[src/rtl/btn_cmd_encoder.sv]
// Button-to-UART command encoder: five buttons are synchronised, debounced and
// edge-detected; each press queues one command byte that a small FSM hands to a UART.
module btn_cmd_encoder #(
  parameter int DEBOUNCE_CYCLES = 1_000_000,
  parameter int FIFO_DEPTH      = 4,
  parameter int BUSY_TIMEOUT    = 16
) (
  input  logic       clk,
  input  logic       reset,
  input  logic       btnU,
  input  logic       btnD,
  input  logic       btnL,
  input  logic       btnR,
  input  logic       btnC,
  input  logic       uart_tx_busy,
  output logic [7:0] uart_tx_data,
  output logic       uart_tx_en,
  output logic       fifo_full,
  output logic       overflow
);

  localparam int DCW = $clog2(DEBOUNCE_CYCLES + 1);
  localparam int AW  = $clog2(FIFO_DEPTH);
  localparam int PW  = AW + 1;
  localparam int TCW = $clog2(BUSY_TIMEOUT + 1);
  localparam logic [DCW-1:0] DB_LAST   = DCW'(DEBOUNCE_CYCLES - 1);
  localparam logic [TCW-1:0] TMO_LAST  = TCW'(BUSY_TIMEOUT - 1);
  localparam logic [PW-1:0]  DEPTH_PTR = PW'(FIFO_DEPTH);

  typedef enum logic [1:0] {
    IDLE      = 2'd0,
    SEND      = 2'd1,
    WAIT_BUSY = 2'd2,
    WAIT_DONE = 2'd3
  } state_t;

  logic [4:0]          btn_s, sync1_r, sync2_r, deb_r, deb_prev_r, armed_r, press_s;
  logic [1:0]          prime_r;
  logic [4:0][DCW-1:0] db_cnt_r;
  logic [7:0]          push_data_s;
  logic                push_s, wr_en_s, empty_s, pop_s, load_s;
  logic [PW-1:0]       wr_ptr_r, rd_ptr_r, wr_ptr_nxt_s, rd_ptr_nxt_s;
  logic [7:0]          mem_r [FIFO_DEPTH];
  logic                fifo_full_r, overflow_r, tx_en_r;
  logic [7:0]          tx_data_r;
  state_t              state_r, state_nxt_s;
  logic [TCW-1:0]      tmo_r;

  assign btn_s = {btnU, btnD, btnL, btnR, btnC};

  // Synchronise, debounce and edge-detect all buttons. A button only becomes
  // armed once it has been seen released after reset, so a held button is ignored.
  always_ff @(posedge clk or posedge reset) begin
    if (reset) begin
      sync1_r    <= 5'b00000;
      sync2_r    <= 5'b00000;
      deb_r      <= 5'b00000;
      deb_prev_r <= 5'b00000;
      armed_r    <= 5'b00000;
      prime_r    <= 2'b00;
      db_cnt_r   <= {(5 * DCW){1'b0}};
    end else begin
      sync1_r    <= btn_s;
      sync2_r    <= sync1_r;
      deb_prev_r <= deb_r;
      prime_r    <= {prime_r[0], 1'b1};
      for (int i = 0; i < 5; i++) begin
        if (sync2_r[i] == deb_r[i]) begin
          db_cnt_r[i] <= {DCW{1'b0}};
        end else if (db_cnt_r[i] == DB_LAST) begin
          db_cnt_r[i] <= {DCW{1'b0}};
          deb_r[i]    <= sync2_r[i];
        end else begin
          db_cnt_r[i] <= db_cnt_r[i] + DCW'(1);
        end
        if (prime_r[1] && !sync2_r[i] && !deb_r[i]) begin
          armed_r[i] <= 1'b1;
        end
      end
    end
  end

  assign press_s = deb_r & ~deb_prev_r & armed_r;
  assign push_s  = |press_s;

  // Keep only the highest-priority press of the cycle (U > D > L > R > C).
  always_comb begin
    push_data_s = 8'h00;
    if (press_s[4])      push_data_s = 8'h55;
    else if (press_s[3]) push_data_s = 8'h44;
    else if (press_s[2]) push_data_s = 8'h4C;
    else if (press_s[1]) push_data_s = 8'h32;
    else if (press_s[0]) push_data_s = 8'h58;
    else                 push_data_s = 8'h00;
  end

  assign empty_s      = (wr_ptr_r == rd_ptr_r);
  assign wr_en_s      = push_s && (!fifo_full_r || pop_s);
  assign wr_ptr_nxt_s = wr_en_s ? wr_ptr_r + PW'(1) : wr_ptr_r;
  assign rd_ptr_nxt_s = pop_s ? rd_ptr_r + PW'(1) : rd_ptr_r;

  // Queue storage; contents are don't-care until written.
  always_ff @(posedge clk) begin
    if (wr_en_s) mem_r[wr_ptr_r[AW-1:0]] <= push_data_s;
  end

  // Queue pointers, registered full flag and sticky drop flag.
  always_ff @(posedge clk or posedge reset) begin
    if (reset) begin
      wr_ptr_r    <= {PW{1'b0}};
      rd_ptr_r    <= {PW{1'b0}};
      fifo_full_r <= 1'b0;
      overflow_r  <= 1'b0;
    end else begin
      wr_ptr_r    <= wr_ptr_nxt_s;
      rd_ptr_r    <= rd_ptr_nxt_s;
      fifo_full_r <= ((wr_ptr_nxt_s - rd_ptr_nxt_s) == DEPTH_PTR);
      overflow_r  <= overflow_r | (push_s && fifo_full_r && !pop_s);
    end
  end

  // Send FSM state register and the wait-for-busy timer.
  always_ff @(posedge clk or posedge reset) begin
    if (reset) begin
      state_r <= IDLE;
      tmo_r   <= {TCW{1'b0}};
    end else begin
      state_r <= state_nxt_s;
      tmo_r   <= (state_r == WAIT_BUSY) ? tmo_r + TCW'(1) : {TCW{1'b0}};
    end
  end

  // Send FSM next-state logic.
  always_comb begin
    state_nxt_s = state_r;
    case (state_r)
      IDLE:      if (!empty_s && !uart_tx_busy) state_nxt_s = SEND; else state_nxt_s = IDLE;
      SEND:      state_nxt_s = WAIT_BUSY;
      WAIT_BUSY: if (uart_tx_busy)              state_nxt_s = WAIT_DONE;
                 else if (tmo_r == TMO_LAST)    state_nxt_s = IDLE;
                 else                           state_nxt_s = WAIT_BUSY;
      WAIT_DONE: if (!uart_tx_busy)             state_nxt_s = IDLE; else state_nxt_s = WAIT_DONE;
      default:   state_nxt_s = IDLE;
    endcase
  end

  // Send FSM outputs: pop while in SEND, load the transmit register on entry to it.
  always_comb begin
    pop_s  = 1'b0;
    load_s = 1'b0;
    case (state_r)
      SEND:    pop_s = 1'b1;
      default: pop_s = 1'b0;
    endcase
    if (state_nxt_s == SEND) load_s = 1'b1;
    else                     load_s = 1'b0;
  end

  // Registered strobe and data towards the transmitter.
  always_ff @(posedge clk or posedge reset) begin
    if (reset) begin
      tx_en_r   <= 1'b0;
      tx_data_r <= 8'h00;
    end else begin
      tx_en_r <= load_s;
      if (load_s) tx_data_r <= mem_r[rd_ptr_r[AW-1:0]];
    end
  end

  assign uart_tx_en   = tx_en_r;
  assign uart_tx_data = tx_data_r;
  assign fifo_full    = fifo_full_r;
  assign overflow     = overflow_r;

endmodule

[config.mk]
export PLATFORM = sky130hd
export DESIGN_NAME = btn_cmd_encoder
export DESIGN_NICKNAME = d
export VERILOG_FILES = /design/src/rtl/btn_cmd_encoder.sv
export SDC_FILE = /design/constraint.sdc
export NUM_CORES = 1
export LEC_CHECK = 0
export CAP_MARGIN = 20
export CORE_ASPECT_RATIO = 1.75
export CORE_MARGIN = 4
export CORE_UTILIZATION = 45
export CTS_CLUSTER_SIZE = 8
export DETAILED_ROUTE_END_ITERATION = 12
export GPL_TIMING_DRIVEN = 0
export HOLD_SLACK_MARGIN = 0.03
export SYNTH_ARGS = -nofsm -noshare
export SYNTH_HDL_FRONTEND = slang
export SYNTH_SLANG_ARGS = --single-unit
[constraint.sdc]
create_clock -name clk -period 5 [get_ports clk]
set_clock_uncertainty 0.05 [all_clocks]
set_input_delay 0.75 -clock clk [delete_from_list [all_inputs] [get_ports clk]]
set_output_delay 0.75 -clock clk [all_outputs]
set_load 0.02 [all_outputs]
==> results of run 1 <==
power by group:
group	internal, uW	total (uW)	switching [uW]
sequential	1480	1520	43.4
clock	759	1330	570
combinational	142	314	172
final cells by class:
type | count | area [um2]
fillers | 1493 | 8104
plain buffers | 14 | 137.6
well taps | 227 | 284.0
flip-flops and latches | 173 | 4449
clock inverters | 12 | 123.9
repair buffers | 18 | 197.7
clock buffers | 20 | 479.2
inverters | 23 | 91.34
multi-input cells | 474 | 3080
worst paths after layout:
path,start,end,slack (ns),depth (start not counted)
max,deb_r[0],fifo_full,2.33,10
min in group asynchronous,reset,sync1_r[3],0.76,2
max reg2reg,deb_r[0],fifo_full,2.33,10
min,sync1_r[4],sync2_r[4],0.30,0
max in group asynchronous,reset,db_cnt_r[6],3.34,3
min reg2reg,sync1_r[4],sync2_r[4],0.30,0
sequential cells by signal, summed over array words and instances (netlist names):
signal and count:
deb_r 5, armed_r 5, overflow 1, db_cnt_r 100
sync1_r 5, deb_prev_r 5, uart_tx_data 6, state_r 2
fifo_full 1, tmo_r 5, sync2_r 5, mem_r 24
prime_r 2, wr_ptr_r 3, rd_ptr_r 3, uart_tx_en 1
synthesized netlist by cell type (7+ instances only):
cell      number
nor3_1        11
ha_1          14
and3_1        26
xnor2_1       42
inv_1         23
and2_1         7
edfxtp_1      24
xor2_1        64
nand4_1       15
nand3_1       42
dfrtp_1      149
nor2_1       135
nand2_1       44
mux2_2        13
critical path: stages, from the launching register on:
cell,delay (ns)
dfrtp_1,0.42
nand2_1,0.09
o21ai_0,0.44
nor2_1,0.14
a21oi_2,0.27
mux2_2,0.40
ha_1,0.19
nor2b_1,0.14
xnor2_1,0.14
xnor3_1,0.23
nor2_1,0.09
routing by layer:
layer	routed length, um	track usage	vias to the layer above	part of all wire
met5	0	0	-	0
met4	276	0.06196	0	0.021
met3	274	0.03380	22	0.021
met2	7282	0.2694	46	0.55
met1	5476	0.1695	2396	0.41
li1	-	-	2366	-
layout by cell type (no fill, tap or decap), types with 3 or more instances in the layout:
master,count
nor3_1,11
a21o_1,5
buf_6,6
nand2_1,44
or2_1,3
mux2_2,13
xnor2_1,42
and3_1,26
xor2_1,64
clkdlybuf4s50_1,17
nand4_1,15
ha_1,14
and2_1,7
nor4_1,4
mux4_2,6
inv_1,22
buf_4,6
clkinv_4,4
edfxtp_1,24
inv_6,4
nand2b_1,4
nor3_2,3
nor4b_1,5
nand3_1,42
nand3b_1,6
clkbuf_16,19
nor2_1,135
dfrtp_1,149
per-stage QoR:
| step | utilization | instance area (um2) | TNS [ns] | setup WS [ns] | hold slack (ns) |
|---|---|---|---|---|---|
| finish | 0.5218 | 8843 | 0 | 2.332 | 0.2993 |
| global route | 0.5218 | 8843 | 0 | 2.152 | 0.3055 |
| CTS | 0.5218 | 8843 | 0 | 2.316 | 0.3018 |
| detailed placement | 0.4862 | 8240 | 0 | 2.336 | 0.2847 |
| global placement | 0.4843 | 8208 | -247.74 | -1.669 | 0.2824 |
| floorplan | - | 7754 | 0 | 0.1920 | 0.2812 |
cells by family (layout without fill, tap and decap cells):
kind of cell | Yosys count | in the layout | share of synthesized area
buffers and inverters | 37 | 87 | 0.02888
muxes | 19 | 19 | 0.03631
xor gates and xnor gates | 107 | 107 | 0.1226
adders and majority gates | 14 | 14 | 0.02259
other | 2 | 2 | 0.0009686
and+or+nand+nor | 319 | 319 | 0.2011
AOI/OAI and AO/OA | 13 | 13 | 0.01372
DFF | 173 | 173 | 0.5738
==> impl_metrics.env, run 1 <==
export IMPL_cts_hold_fix_buffers=0
export IMPL_clock_slew_at_reported_path_ffs_ns=0.07
export IMPL_critical_path_endpoint_type="register"
export IMPL_drt_first_iter_violations=194
export IMPL_max_freq_mhz=374.8
export IMPL_critPathRequiredTime_ns=5.30
export IMPL_io_pins=19
export IMPL_totalWireLength_mm=13.31
export IMPL_worstSetupStartpointType="register"
export IMPL_total_power_uw=3162
export IMPL_maxSlewViolCount=0
export IMPL_dr_total_vias=4830
export IMPL_setup_bufs_post_cts=0
export IMPL_rows=63
export IMPL_nNetsFinal=743
export IMPL_timing_worst_setup_path_type="register to register"
export IMPL_drt_drc_violations_left=0
export IMPL_worst_slew_pin_transition_ns=0.8039
export IMPL_ctsRootBufferMaster="clkbuf_16"
export IMPL_final_setup_viol_count=0
export IMPL_vias_per_cell=5.026
export IMPL_placeableCoreArea_um2=16950
export IMPL_fp_dieH_um=181.6
export IMPL_synth_top_cell_area_share=0.4809
export IMPL_placement_io_buffers=17
export IMPL_fin_cells=961
export IMPL_ys_async_sr_fraction=0.8613
export IMPL_width_of_the_chip_um=107.2
export IMPL_grt_max_degree=77
export IMPL_htree_levels=4
export IMPL_path_max_fanout=6
export IMPL_synth_enable_flop_cells=24
export IMPL_p_leak_uw=0.003764
export IMPL_cts_buffers_inserted=17
export IMPL_timing_final_crit_period_ns=2.668
export IMPL_synth_yosys_seq_area_share=0.5738
export IMPL_syn_avg_cell_area_um2=11.34
export IMPL_status="completed"
export IMPL_hold_path_class="register to register"
export IMPL_grt_pass1_wl_mm=23.65
export IMPL_vias_in_the_first_global_route=5153
export IMPL_clock_sink_count=173
export IMPL_antenna_cells_inserted=0
export IMPL_clock_path_buffers=2
export IMPL_ys_flop_type="dfrtp_1"
export IMPL_cts_repair_resized=0
export IMPL_count_of_tritonroute_iterations_in_the_first_routing_pass=4
export IMPL_netlist_top_cell_by_area="dfrtp_1"
export IMPL_synth_warning_count=0
export IMPL_routabilityCongestion=0.7726
export IMPL_post_synth_num_cell_types=44
export IMPL_flow_area_growth_from_synthesis_pct=14.06
export IMPL_overall_die_area_um2=19480
export IMPL_dpl_hpwl_mm=9.186
export IMPL_drive_above_1_share=0.1104
export IMPL_finalHoldViolCount=0
export IMPL_post_place_cells=929
export IMPL_syn_instance_count=684
export IMPL_ys_seq_elements=173
export IMPL_mappedNetlistNets=706
export IMPL_grt_overflow_total=0
export IMPL_number_of_antenna_violations_at_the_first_check_in_global_routing=0
export IMPL_power_density_nw_per_um2=357.5
export IMPL_start_util=0.4575
export IMPL_data_arrival_at_the_endpoint_of_the_critical_path_ns=2.97
export IMPL_worst_slew_margin_rel=0.4599
export IMPL_detail_route_wl_per_cell_um=13.85
export IMPL_min_period_over_period=0.5336
export IMPL_max_cap_violations=0
export IMPL_max_vdd_ir_drop_mv=0.2157
export IMPL_all_layer_global_routing_usage=0.1503
export IMPL_cts_tree="built"
export IMPL_ant_nets=0
export IMPL_worst_skew_pair_late_latency_ns=0.42
export IMPL_rsz_0062_raised_after_global_routing="no"
export IMPL_synth_top_cells_by_area="dfrtp_1 (48%), edfxtp_1 (9.3%), xor2_1 (7.2%)"
export IMPL_mappedNetlistArea_um2=7754
(Power assumes the default switching activity.)
==> run 2, diff against run 1 <==
==> constraint.sdc (replaced) <==
create_clock -name clk -period 2.5 [get_ports clk]
set_clock_uncertainty 0.05 [all_clocks]
set_input_delay 0.375 -clock clk [delete_from_list [all_inputs] [get_ports clk]]
set_output_delay 0.375 -clock clk [all_outputs]
set_load 0.02 [all_outputs]
==> run 2 against run 1 <==
Critical path depth unchanged; cell area up 0.58%; final cell count up 0.62%; worst setup slack worse by 2.2 ns; die area unchanged; critical endpoint unchanged.
==> impl_metrics.env, run 2 (synthesis gave the netlist of run 1 again) <==
export IMPL_finalHoldViolCount=0
export IMPL_largest_reg_flops=100
export IMPL_maxSlewViolCount=0
export IMPL_worst_slew_pin_transition_ns=0.8373
export IMPL_worstSetupStartpointType="register"
export IMPL_post_place_cells=931
export IMPL_number_of_antenna_violations_at_the_first_check_in_global_routing=0
export IMPL_layout_cells_most_common_list="dfrtp_1 (149), nor2_1 (135), xor2_1 (64), nand2_1 (44)"
export IMPL_max_cap_violations=0
export IMPL_timing_hold_worst_start="prime_r[0]"
export IMPL_htree_levels=4
export IMPL_status="completed"
export IMPL_seq_power_share=0.488
export IMPL_data_arrival_at_the_endpoint_of_the_critical_path_ns=2.64
export IMPL_setup_ws_ns=0.1602
export IMPL_vias_per_cell=5.048
export IMPL_critPathRequiredTime_ns=2.80
export IMPL_placement_io_buffers=17
export IMPL_critical_path_endpoint_type="register"
export IMPL_power_share_combinational=0.100
export IMPL_drt_drc_violations_left=0
export IMPL_preCtsSetupSlack_ns=-0.1984
export IMPL_antenna_cells_inserted=0
export IMPL_routabilityCongestion=0.7775
export IMPL_flow_area_growth_from_synthesis_pct=14.72
export IMPL_worst_skew_pair_late_latency_ns=0.43
export IMPL_cts_hold_fix_buffers=0
export IMPL_cts_buffers_inserted=17
export IMPL_clock_sink_count=173
export IMPL_hold_path_class="register to register"
export IMPL_timing_final_crit_period_ns=2.340
export IMPL_worst_slew_margin_rel=0.4406
export IMPL_clock_path_buffers=2
export IMPL_totalWireLength_mm=13.47
export IMPL_most_flop_heavy_register="db_cnt_r"
export IMPL_cts_tree="built"
export IMPL_drive_above_1_share=0.1189
export IMPL_fp_dieH_um=181.6
export IMPL_p_leak_uw=0.003771
export IMPL_grt_overflow_total=0
export IMPL_crit_reg2reg_launch="deb_r[2]"
export IMPL_count_of_tritonroute_iterations_in_the_first_routing_pass=5
export IMPL_grt_max_degree=43
export IMPL_detail_route_wl_per_cell_um=13.93
export IMPL_path_max_fanout=5
export IMPL_vias_in_the_first_global_route=5199
export IMPL_final_setup_viol_count=0
export IMPL_placeableCoreArea_um2=16950
export IMPL_power_density_nw_per_um2=699.5
export IMPL_width_of_the_chip_um=107.2
export IMPL_overall_die_area_um2=19480
export IMPL_smallest_hold_slack_ns=0.3038
export IMPL_dr_total_vias=4881
export IMPL_n_fill_cell=1464
export IMPL_fin_setup_tns_ns=0
export IMPL_total_switching_power_uw=1657
export IMPL_max_vdd_ir_drop_mv=0.3758
export IMPL_io_pins=19
export IMPL_rows=63
export IMPL_swShare=0.2664
export IMPL_fin_cells=967
export IMPL_p_int_uw=4565
export IMPL_min_period_over_period=0.9359
export IMPL_layout_cells_most_common="dfrtp_1"
export IMPL_clock_slew_at_reported_path_ffs_ns=0.07
export IMPL_clock_power_share=0.412
export IMPL_drt_first_iter_violations=155
export IMPL_timing_critical_path_from="deb_r[2]"
export IMPL_all_layer_global_routing_usage=0.1525
export IMPL_max_freq_mhz=427.4
export IMPL_grt_pass1_wl_mm=24.13
export IMPL_total_power_uw=6222
export IMPL_timing_worst_setup_path_type="register to register"
export IMPL_ctsRootBufferMaster="clkbuf_16"
export IMPL_ant_nets=0
export IMPL_start_util=0.4575
export IMPL_nNetsFinal=749
export IMPL_dpl_hpwl_mm=9.589
==> run 2: worst paths after layout <==
| check | slack (ns) | cells past startpoint | end |
|---|---|---|---|
| hold / removal | 0.30 | 0 | prime_r[1] |
| max in group asynchronous | 0.81 | 5 | rd_ptr_r[2] |
| setup / recovery | 0.16 | 10 | fifo_full |
| min in group asynchronous | 0.41 | 2 | db_cnt_r[90] |
| hold reg to reg | 0.30 | 0 | prime_r[1] |
| setup reg to reg | 0.16 | 10 | fifo_full |
==> run 2: power groups by stage <==
stage	clock (uW)	combinational [uW]	sequential, uW
3_3_place_gp	0	624	3090
2_1_floorplan	0	472	3090
3_5_place_dp	0	643	3090
6_report	2560	625	3030
5_1_grt	2740	715	3050
4_1_cts	2630	647	3040
==> run 2: metal layers <==
| layer | routed length (um) | GRT usage | share of wire |
|---|---|---|---|
| met1 | 5515 | 0.1776 | 0.41 |
| met2 | 7472 | 0.2751 | 0.55 |
| met3 | 281 | 0.02846 | 0.021 |
| met4 | 200 | 0.05632 | 0.015 |
| met5 | 0 | 0 | 0 |
==> run 2: area by class of cell <==
class | instances | area (um2) | share of cell area
repair buffers | 24 | 260.3 | 0.02926
plain buffers | 14 | 137.6 | 0.01547
flip-flops and latches | 173 | 4449 | 0.5002
clock buffers | 17 | 425.4 | 0.04783
well taps | 227 | 284.0 | 0.03193
multi-input cells | 474 | 3100 | 0.3486
inverters | 23 | 90.09 | 0.01013
clock inverters | 15 | 147.6 | 0.01660
==> run 2: stage by stage <==
step,instance area [um2],utilization
floorplan,7757,-
global placement,8212,0.4845
detailed placement,8272,0.4881
CTS,8861,0.5229
global route,8895,0.5248
finish,8895,0.5248
==> run 2: what timing repair did <==
| item | in CTS | in global routing |
|---|---|---|
| endpoints found under the setup margin | 1 | 1 |
| pin swaps | 0 | 2 |
| gates resized for setup | 2 | 2 |
| buffers inserted | 1 | 3 |
==> run 2: worst max-delay path: stages, from the launching register on <==
cell,delay [ns]
dfrtp_1,0.41
nand2_1,0.13
o211ai_4,0.23
nor2_1,0.11
a21oi_2,0.16
mux2_2,0.37
ha_1,0.20
nor2b_1,0.13
xnor2_1,0.14
xnor3_1,0.22
nor2_1,0.11
